### src/rtl/axis_pkt_pkg.sv
// Shared constants, state encoding and header layout for the AXI-Stream packetizer.
package axis_pkt_pkg;
    localparam logic [15:0] HDR_MAGIC = 16'hA55A;
    localparam int LEN_W  = 8;
    localparam int SEQ_W  = 8;
    localparam int DATA_W = 32;
    localparam int DEST_W = 2;

    localparam int HDR_LEN_LSB   = 0;
    localparam int HDR_SEQ_LSB   = HDR_LEN_LSB + LEN_W;
    localparam int HDR_MAGIC_LSB = 16;

    typedef enum logic [1:0] {IDLE, HDR, PAY} state_t;

    // Header word: {magic, seq, len}
    function automatic logic [DATA_W-1:0] make_hdr(input logic [SEQ_W-1:0] seq,
                                                   input logic [LEN_W-1:0] len);
        logic [DATA_W-1:0] w;
        w = '0;
        w[HDR_MAGIC_LSB +: 16]  = HDR_MAGIC;
        w[HDR_SEQ_LSB +: SEQ_W] = seq;
        w[HDR_LEN_LSB +: LEN_W] = len;
        return w;
    endfunction
endpackage

### src/rtl/axi_stream_packetizer_if.sv
// AXI-Stream bundle; master drives payload/sideband, slave drives tready.
interface axis_if;
    import axis_pkt_pkg::*;

    logic              tvalid;
    logic              tready;
    logic [DATA_W-1:0] tdata;
    logic              tlast;
    logic [DEST_W-1:0] tdest;
    logic [3:0]        tkeep;
    logic [3:0]        tstrb;
    logic [7:0]        tid;

    modport master (output tvalid, tdata, tlast, tdest, tkeep, tstrb, tid, input tready);
    modport slave  (input tvalid, tdata, tlast, tdest, tkeep, tstrb, tid, output tready);
endinterface

### src/rtl/axis_out_reg.sv
// Single-stage registered AXI-Stream slice; accepts a new beat whenever empty or draining.
module axis_out_reg
    import axis_pkt_pkg::*;
(
    input  logic              clk,
    input  logic              rst_n,
    input  logic              ld_valid,
    input  logic [DATA_W-1:0] ld_data,
    input  logic              ld_last,
    input  logic [DEST_W-1:0] ld_dest,
    output logic              ld_ready,
    output logic              valid,
    output logic [DATA_W-1:0] data,
    output logic              last,
    output logic [DEST_W-1:0] dest,
    input  logic              ready
);
    assign ld_ready = !valid || ready;

    always_ff @(posedge clk) begin
        if (!rst_n) begin
            valid <= 1'b0;
            data  <= '0;
            last  <= 1'b0;
            dest  <= '0;
        end else if (ld_ready) begin
            valid <= ld_valid;
            if (ld_valid) begin
                data <= ld_data;
                last <= ld_last;
                dest <= ld_dest;
            end
        end
    end
endmodule

### src/rtl/axi_stream_packetizer.sv
// Frames a continuous word stream into {header, len payload words} packets with tlast and tdest.
module axi_stream_packetizer
    import axis_pkt_pkg::*;
(
    input  logic              aclk,
    input  logic              aresetn,
    input  logic              enable,
    input  logic [LEN_W-1:0]  cfg_pkt_len,
    input  logic [DEST_W-1:0] cfg_dest,
    axis_if.slave             s_axis,
    axis_if.master            m_axis,
    output logic [15:0]       frame_count,
    output logic              busy
);
    state_t            state, state_n;
    logic [LEN_W-1:0]  len_q, len_n, beat_q, beat_n;
    logic [SEQ_W-1:0]  seq_q, seq_n;
    logic [DEST_W-1:0] dest_q, dest_n;
    logic              load, push, push_last, s_ready, last_beat;
    logic [DATA_W-1:0] push_data;

    assign last_beat = (beat_q == len_q - LEN_W'(1));

    always_ff @(posedge aclk) begin
        if (!aresetn) begin
            state  <= IDLE;
            len_q  <= '0;
            beat_q <= '0;
            seq_q  <= '0;
            dest_q <= '0;
        end else begin
            state  <= state_n;
            len_q  <= len_n;
            beat_q <= beat_n;
            seq_q  <= seq_n;
            dest_q <= dest_n;
        end
    end

    always_comb begin
        state_n   = state;
        len_n     = len_q;
        beat_n    = beat_q;
        seq_n     = seq_q;
        dest_n    = dest_q;
        push      = 1'b0;
        push_last = 1'b0;
        push_data = make_hdr(seq_q, len_q);
        s_ready   = 1'b0;
        case (state)
            IDLE: begin
                // Only open a frame once a payload word is actually waiting.
                if (enable && s_axis.tvalid) begin
                    state_n = HDR;
                    len_n   = (cfg_pkt_len == '0) ? LEN_W'(1) : cfg_pkt_len;
                    dest_n  = cfg_dest;
                end
            end
            HDR: begin
                if (load) begin
                    push    = 1'b1;
                    seq_n   = seq_q + SEQ_W'(1);
                    state_n = PAY;
                end
            end
            PAY: begin
                s_ready   = load;
                push_data = s_axis.tdata;
                if (load && s_axis.tvalid) begin
                    push = 1'b1;
                    if (last_beat) begin
                        push_last = 1'b1;
                        beat_n    = '0;
                        if (enable && s_axis.tvalid) begin
                            state_n = HDR;
                            len_n   = (cfg_pkt_len == '0) ? LEN_W'(1) : cfg_pkt_len;
                            dest_n  = cfg_dest;
                        end else begin
                            state_n = IDLE;
                        end
                    end else begin
                        beat_n = beat_q + LEN_W'(1);
                    end
                end
            end
            default: state_n = IDLE;
        endcase
    end

    axis_out_reg u_out (
        .clk      (aclk),
        .rst_n    (aresetn),
        .ld_valid (push),
        .ld_data  (push_data),
        .ld_last  (push_last),
        .ld_dest  (dest_q),
        .ld_ready (load),
        .valid    (m_axis.tvalid),
        .data     (m_axis.tdata),
        .last     (m_axis.tlast),
        .dest     (m_axis.tdest),
        .ready    (m_axis.tready)
    );

    // A frame is complete only when its tlast beat leaves the output register.
    always_ff @(posedge aclk) begin
        if (!aresetn)
            frame_count <= '0;
        else if (m_axis.tvalid && m_axis.tready && m_axis.tlast)
            frame_count <= frame_count + 16'd1;
    end

    assign s_axis.tready = s_ready;
    assign m_axis.tkeep  = 4'b1111;
    assign m_axis.tstrb  = 4'b1111;
    assign m_axis.tid    = 8'h00;
    assign busy          = (state != IDLE);

    logic unused_s;
    assign unused_s = ^{s_axis.tlast, s_axis.tdest, s_axis.tkeep, s_axis.tstrb, s_axis.tid};
endmodule

### src/flat_wrapper.sv
// flat-port wrapper written by rule: the top's interface ports become plain ports
module axi_stream_packetizer_flat import axis_pkt_pkg::*;
  (aclk, aresetn, enable, cfg_pkt_len, cfg_dest, frame_count, busy, s_axis_tvalid, s_axis_tdata, s_axis_tlast, s_axis_tdest, s_axis_tkeep, s_axis_tstrb, s_axis_tid, s_axis_tready, m_axis_tvalid, m_axis_tdata, m_axis_tlast, m_axis_tdest, m_axis_tkeep, m_axis_tstrb, m_axis_tid, m_axis_tready);
  axis_if s_axis_i ();
  axis_if m_axis_i ();
  input  logic aclk;
  input  logic aresetn;
  input  logic enable;
  input  logic [LEN_W-1:0] cfg_pkt_len;
  input  logic [DEST_W-1:0] cfg_dest;
  output logic [15:0] frame_count;
  output logic busy;
  input wire logic [$bits(s_axis_i.tvalid)-1:0] s_axis_tvalid;
  input wire logic [$bits(s_axis_i.tdata)-1:0] s_axis_tdata;
  input wire logic [$bits(s_axis_i.tlast)-1:0] s_axis_tlast;
  input wire logic [$bits(s_axis_i.tdest)-1:0] s_axis_tdest;
  input wire logic [$bits(s_axis_i.tkeep)-1:0] s_axis_tkeep;
  input wire logic [$bits(s_axis_i.tstrb)-1:0] s_axis_tstrb;
  input wire logic [$bits(s_axis_i.tid)-1:0] s_axis_tid;
  output wire logic [$bits(s_axis_i.tready)-1:0] s_axis_tready;
  output wire logic [$bits(m_axis_i.tvalid)-1:0] m_axis_tvalid;
  output wire logic [$bits(m_axis_i.tdata)-1:0] m_axis_tdata;
  output wire logic [$bits(m_axis_i.tlast)-1:0] m_axis_tlast;
  output wire logic [$bits(m_axis_i.tdest)-1:0] m_axis_tdest;
  output wire logic [$bits(m_axis_i.tkeep)-1:0] m_axis_tkeep;
  output wire logic [$bits(m_axis_i.tstrb)-1:0] m_axis_tstrb;
  output wire logic [$bits(m_axis_i.tid)-1:0] m_axis_tid;
  input wire logic [$bits(m_axis_i.tready)-1:0] m_axis_tready;
  assign s_axis_i.tvalid = s_axis_tvalid;
  assign s_axis_i.tdata = s_axis_tdata;
  assign s_axis_i.tlast = s_axis_tlast;
  assign s_axis_i.tdest = s_axis_tdest;
  assign s_axis_i.tkeep = s_axis_tkeep;
  assign s_axis_i.tstrb = s_axis_tstrb;
  assign s_axis_i.tid = s_axis_tid;
  assign s_axis_tready = s_axis_i.tready;
  assign m_axis_tvalid = m_axis_i.tvalid;
  assign m_axis_tdata = m_axis_i.tdata;
  assign m_axis_tlast = m_axis_i.tlast;
  assign m_axis_tdest = m_axis_i.tdest;
  assign m_axis_tkeep = m_axis_i.tkeep;
  assign m_axis_tstrb = m_axis_i.tstrb;
  assign m_axis_tid = m_axis_i.tid;
  assign m_axis_i.tready = m_axis_tready;
  axi_stream_packetizer u_core (.aclk(aclk), .aresetn(aresetn), .enable(enable), .cfg_pkt_len(cfg_pkt_len), .cfg_dest(cfg_dest), .s_axis(s_axis_i), .m_axis(m_axis_i), .frame_count(frame_count), .busy(busy));
endmodule
### config.mk
export PLATFORM = sky130hd
export DESIGN_NAME = axi_stream_packetizer_flat
export DESIGN_NICKNAME = d
export VERILOG_FILES = /design/src/rtl/axis_pkt_pkg.sv /design/src/rtl/axi_stream_packetizer_if.sv /design/src/rtl/axis_out_reg.sv /design/src/rtl/axi_stream_packetizer.sv /design/src/flat_wrapper.sv
export SDC_FILE = /design/constraint.sdc
export NUM_CORES = 1
export LEC_CHECK = 0
export CAP_MARGIN = 5
export CELL_PAD_IN_SITES_DETAIL_PLACEMENT = 2
export CELL_PAD_IN_SITES_GLOBAL_PLACEMENT = 2
export CORE_ASPECT_RATIO = 1.1
export CORE_MARGIN = 2
export CORE_UTILIZATION = 27
export CTS_CLUSTER_SIZE = 40
export DETAILED_ROUTE_END_ITERATION = 8
export PLACE_DENSITY = 0.95
export SLEW_MARGIN = 5
export SYNTH_ARGS = -nofsm -noshare
export SYNTH_HDL_FRONTEND = slang
export SYNTH_SLANG_ARGS = --single-unit
### constraint.sdc
create_clock -name aclk -period 5.27 [get_ports aclk]
set_input_delay 1.054 -clock aclk [delete_from_list [all_inputs] [get_ports aclk]]
set_output_delay 1.054 -clock aclk [all_outputs]
set_load 0.005 [all_outputs]
==> impl_metrics.tcl <==
set metrics [dict create \
    outcome "finished clean" \
    die_w_um 118 \
    rr_worst_depth 8 \
    dieArea_sq_um 15100 \
    mostFrequentLayoutCells "clkdlybuf4s50_1, dfxtp_1, nand2_1" \
    synth_edf_count 0 \
    first_global_vias 3967 \
    setup_ws_ns 1.39 \
    fp-row-count 45 \
    setup_viol 0 \
    cellPowerDensity_nw_per_um2 374 \
    grt_max_degree 51 \
    multiInputGateArea_sq_um 2040 \
    swShare 0.313 \
    regArea_sq_um 1600 \
    drt_wl_total_um 13500 \
    intPower_mw 1.34 \
    grt-ovfl-total 0 \
    grt_pass1_wl_um 21500 \
    power_leakage_nw 1.88 \
    path_buf_inv 3 \
    slowest_stage "clkdlybuf4s50_1" \
    clkPwrFrac 0.327 \
    hold_violations 0 \
    timing.final.crit_share 0.737 \
    h-tree-depth 3 \
    drt-initial-drc-count 137 \
    layout_min_cycle_time_ns 3.88 \
    drive_above_1_share 0.0540 \
    path_delay_family "buffers and inverters" \
    power_frac_comb 0.294 \
    vias 3503 \
    layout.nets 606 \
    clock_sinks 80 \
    cts_buffers 9 \
    tightestPinTransition_ns 1.21 \
    seq_power_share 0.379 \
    cp_cell_sequence "clkdlybuf4s50_1, nand2b_2, nand2_1, inv_2, clkdlybuf4s50_1" \
    yosys_warnings 0 \
    drtAntennaViolNets 0 \
    cts_resized 0 \
    start_util 0.276 \
    cts_tree "done" \
    preCtsSetupSlack_ns 1.41 \
    synth_cell_types 52 \
    max_freq_ghz 0.258 \
    hold_depth 2 \
    die_h_um 129 \
    core-area_sq_um 13900 \
    fin_tns_setup_ns 0 \
    critPathRequiredTime_ns 4.22 \
    path_depth 5 \
    ys_seq_elements 80 \
    slowest_delay_ns 0.54 \
    hpwl_um 9660 \
    area_delta_synth_final_pct 36.9 \
    synth-main-ff-cell "dfxtp_1" \
    ir_drop_uv 152 \
    fill_cells 1525 \
    crit_type "input port to output port" \
    seq_area_frac_synth 0.419 \
    hold_path_class "register to register" \
    gp_congestion 0.819 \
    slew_headroom 0.193 \
    syn_area_sq_um 3830 \
    io_buffers 100 \
    antenna_found_initial 0 \
    cts_hold_buf 0 \
    avgSynthCellArea_sq_um 8.64 \
    drtPass1Iterations 4 \
    final_max_slew_viol_count 0 \
    cts.clk_slew.worst_paths_ns 0.06 \
    vias_per_cell 4.83 \
    crit_arrival_ns 2.83 \
    clock_latency_ns 0.34 \
    rsz0062_at_grt "no" \
    n_antenna_cell 0 \
    cts-root-buf "clkbuf_16" \
    cts_buffer_depth 2 \
    final_common_cell "clkdlybuf4s50_1" \
    wl_per_cell_um 18.6 \
    end_kind "output port" \
    grt_usage 0.179 \
    path_common_cell "clkdlybuf4s50_1" \
    synth-async-reset-ratio 0 \
    synthCells 443 \
    path_max_fanout 10 \
    switchingPower_mw 0.612 \
    cp-start-kind "input port" \
    drc_errors 0 \
    drv_cap 0 \
    post_cts_buffers 0 \
    pin_count 136 \
    clock_skew_ns 0.00771 \
]
-- power groups by stage --
stage | combinational, mW | sequential (mW) | clock, mW
finish | 0.575 | 0.741 | 0.640
global route | 0.632 | 0.751 | 0.675
CTS | 0.583 | 0.742 | 0.653
detailed placement | 0.565 | 0.753 | 0
global placement | 0.524 | 0.745 | 0
floorplan | 0.317 | 0.743 | 0
-- Yosys cell counts (10+ instances only) --
cell      number  area (sq um)
and2_1        14          87.6
xnor2_1       19           166
xor2_1        12           105
nor2_1        41           154
nor3_1        17          85.1
buf_4         17           128
a21oi_1       11          55.1
nand3_1       15          75.1
and3_1        10          62.6
nand2_1       59           221
dfxtp_1       80          1600
a211oi_1      14           105
clkbuf_1      19          71.3
mux2i_1       28           280
-- worst reg2reg max path: cells and delay by family, from the launching register on --
| kind | cells | cell delay [ns] |
|---|---|---|
| compound gates | 3 | 1.25 |
| mux | 1 | 0.31 |
| flops | 1 | 0.45 |
| fa+ha+maj | 1 | 0.29 |
| simple gates | 2 | 0.54 |
| buf+inv | 1 | 0.12 |
-- worst paths after layout --
path,end,from,slack (ns)
hold / removal,u_core.u_out.dest[0],u_core.dest_q[0],0.46
setup / recovery,s_axis_tready,m_axis_tready,1.39
setup reg to reg,u_core.len_q[2],u_core.len_q[0],2.22
hold reg to reg,u_core.u_out.dest[0],u_core.dest_q[0],0.46
-- sequential cells by signal, indices dropped and copies added, names as in the netlist --
name,flops
u_core.len_q,8
u_core.u_out.dest,2
u_core.state,2
u_core.u_out.valid,1
u_core.dest_q,2
u_core.beat_q,8
u_core.seq_q,8
u_core.frame_count,16
u_core.u_out.data,32
u_core.u_out.last,1
-- stage by stage --
step	area (sq um)	hold slack, ns	instances	util	power (mW)
3_3_place_gp	4940	0.439	709	0.356	1.27
5_1_grt	5240	0.474	725	0.378	2.06
3_5_place_dp	4940	0.453	709	0.356	1.32
6_report	5240	0.458	725	0.378	1.96
2_1_floorplan	3880	0.432	457	-	1.06
4_1_cts	5240	0.465	725	0.378	1.98
-- logic make-up after synthesis --
family,count (synthesis),share of synthesized area
adders and majority gates,8,0.0262
buffers and inverters,49,0.0654
AOI/OAI and AO/OA,56,0.100
muxes,28,0.0733
and+or+nand+nor,188,0.239
DFF,80,0.419
other,2,0.00196
xor gates and xnor gates,32,0.0752
-- routing by layer --
| metal | global-route usage | routed length, um | vias up | part of all wire |
|---|---|---|---|---|
| met3 | 0.0381 | 411 | 23 | 0.031 |
| met4 | 0.0595 | 242 | 0 | 0.018 |
| met1 | 0.192 | 5430 | 1745 | 0.40 |
| met5 | 0 | 0 | - | 0 |
| met2 | 0.351 | 7380 | 70 | 0.55 |
| li1 | - | - | 1665 | - |
-- final cells by class --
class / instances / share of cell area
clock inverter: 3 / 0.00764
inverter: 9 / 0.00645
multi-input combinational: 328 / 0.389
clock buffer: 13 / 0.0497
tap: 188 / 0.0449
sequential: 80 / 0.306
timing repair buffer: 104 / 0.197
No activity file was read; power rests on OpenSTA's default activity.
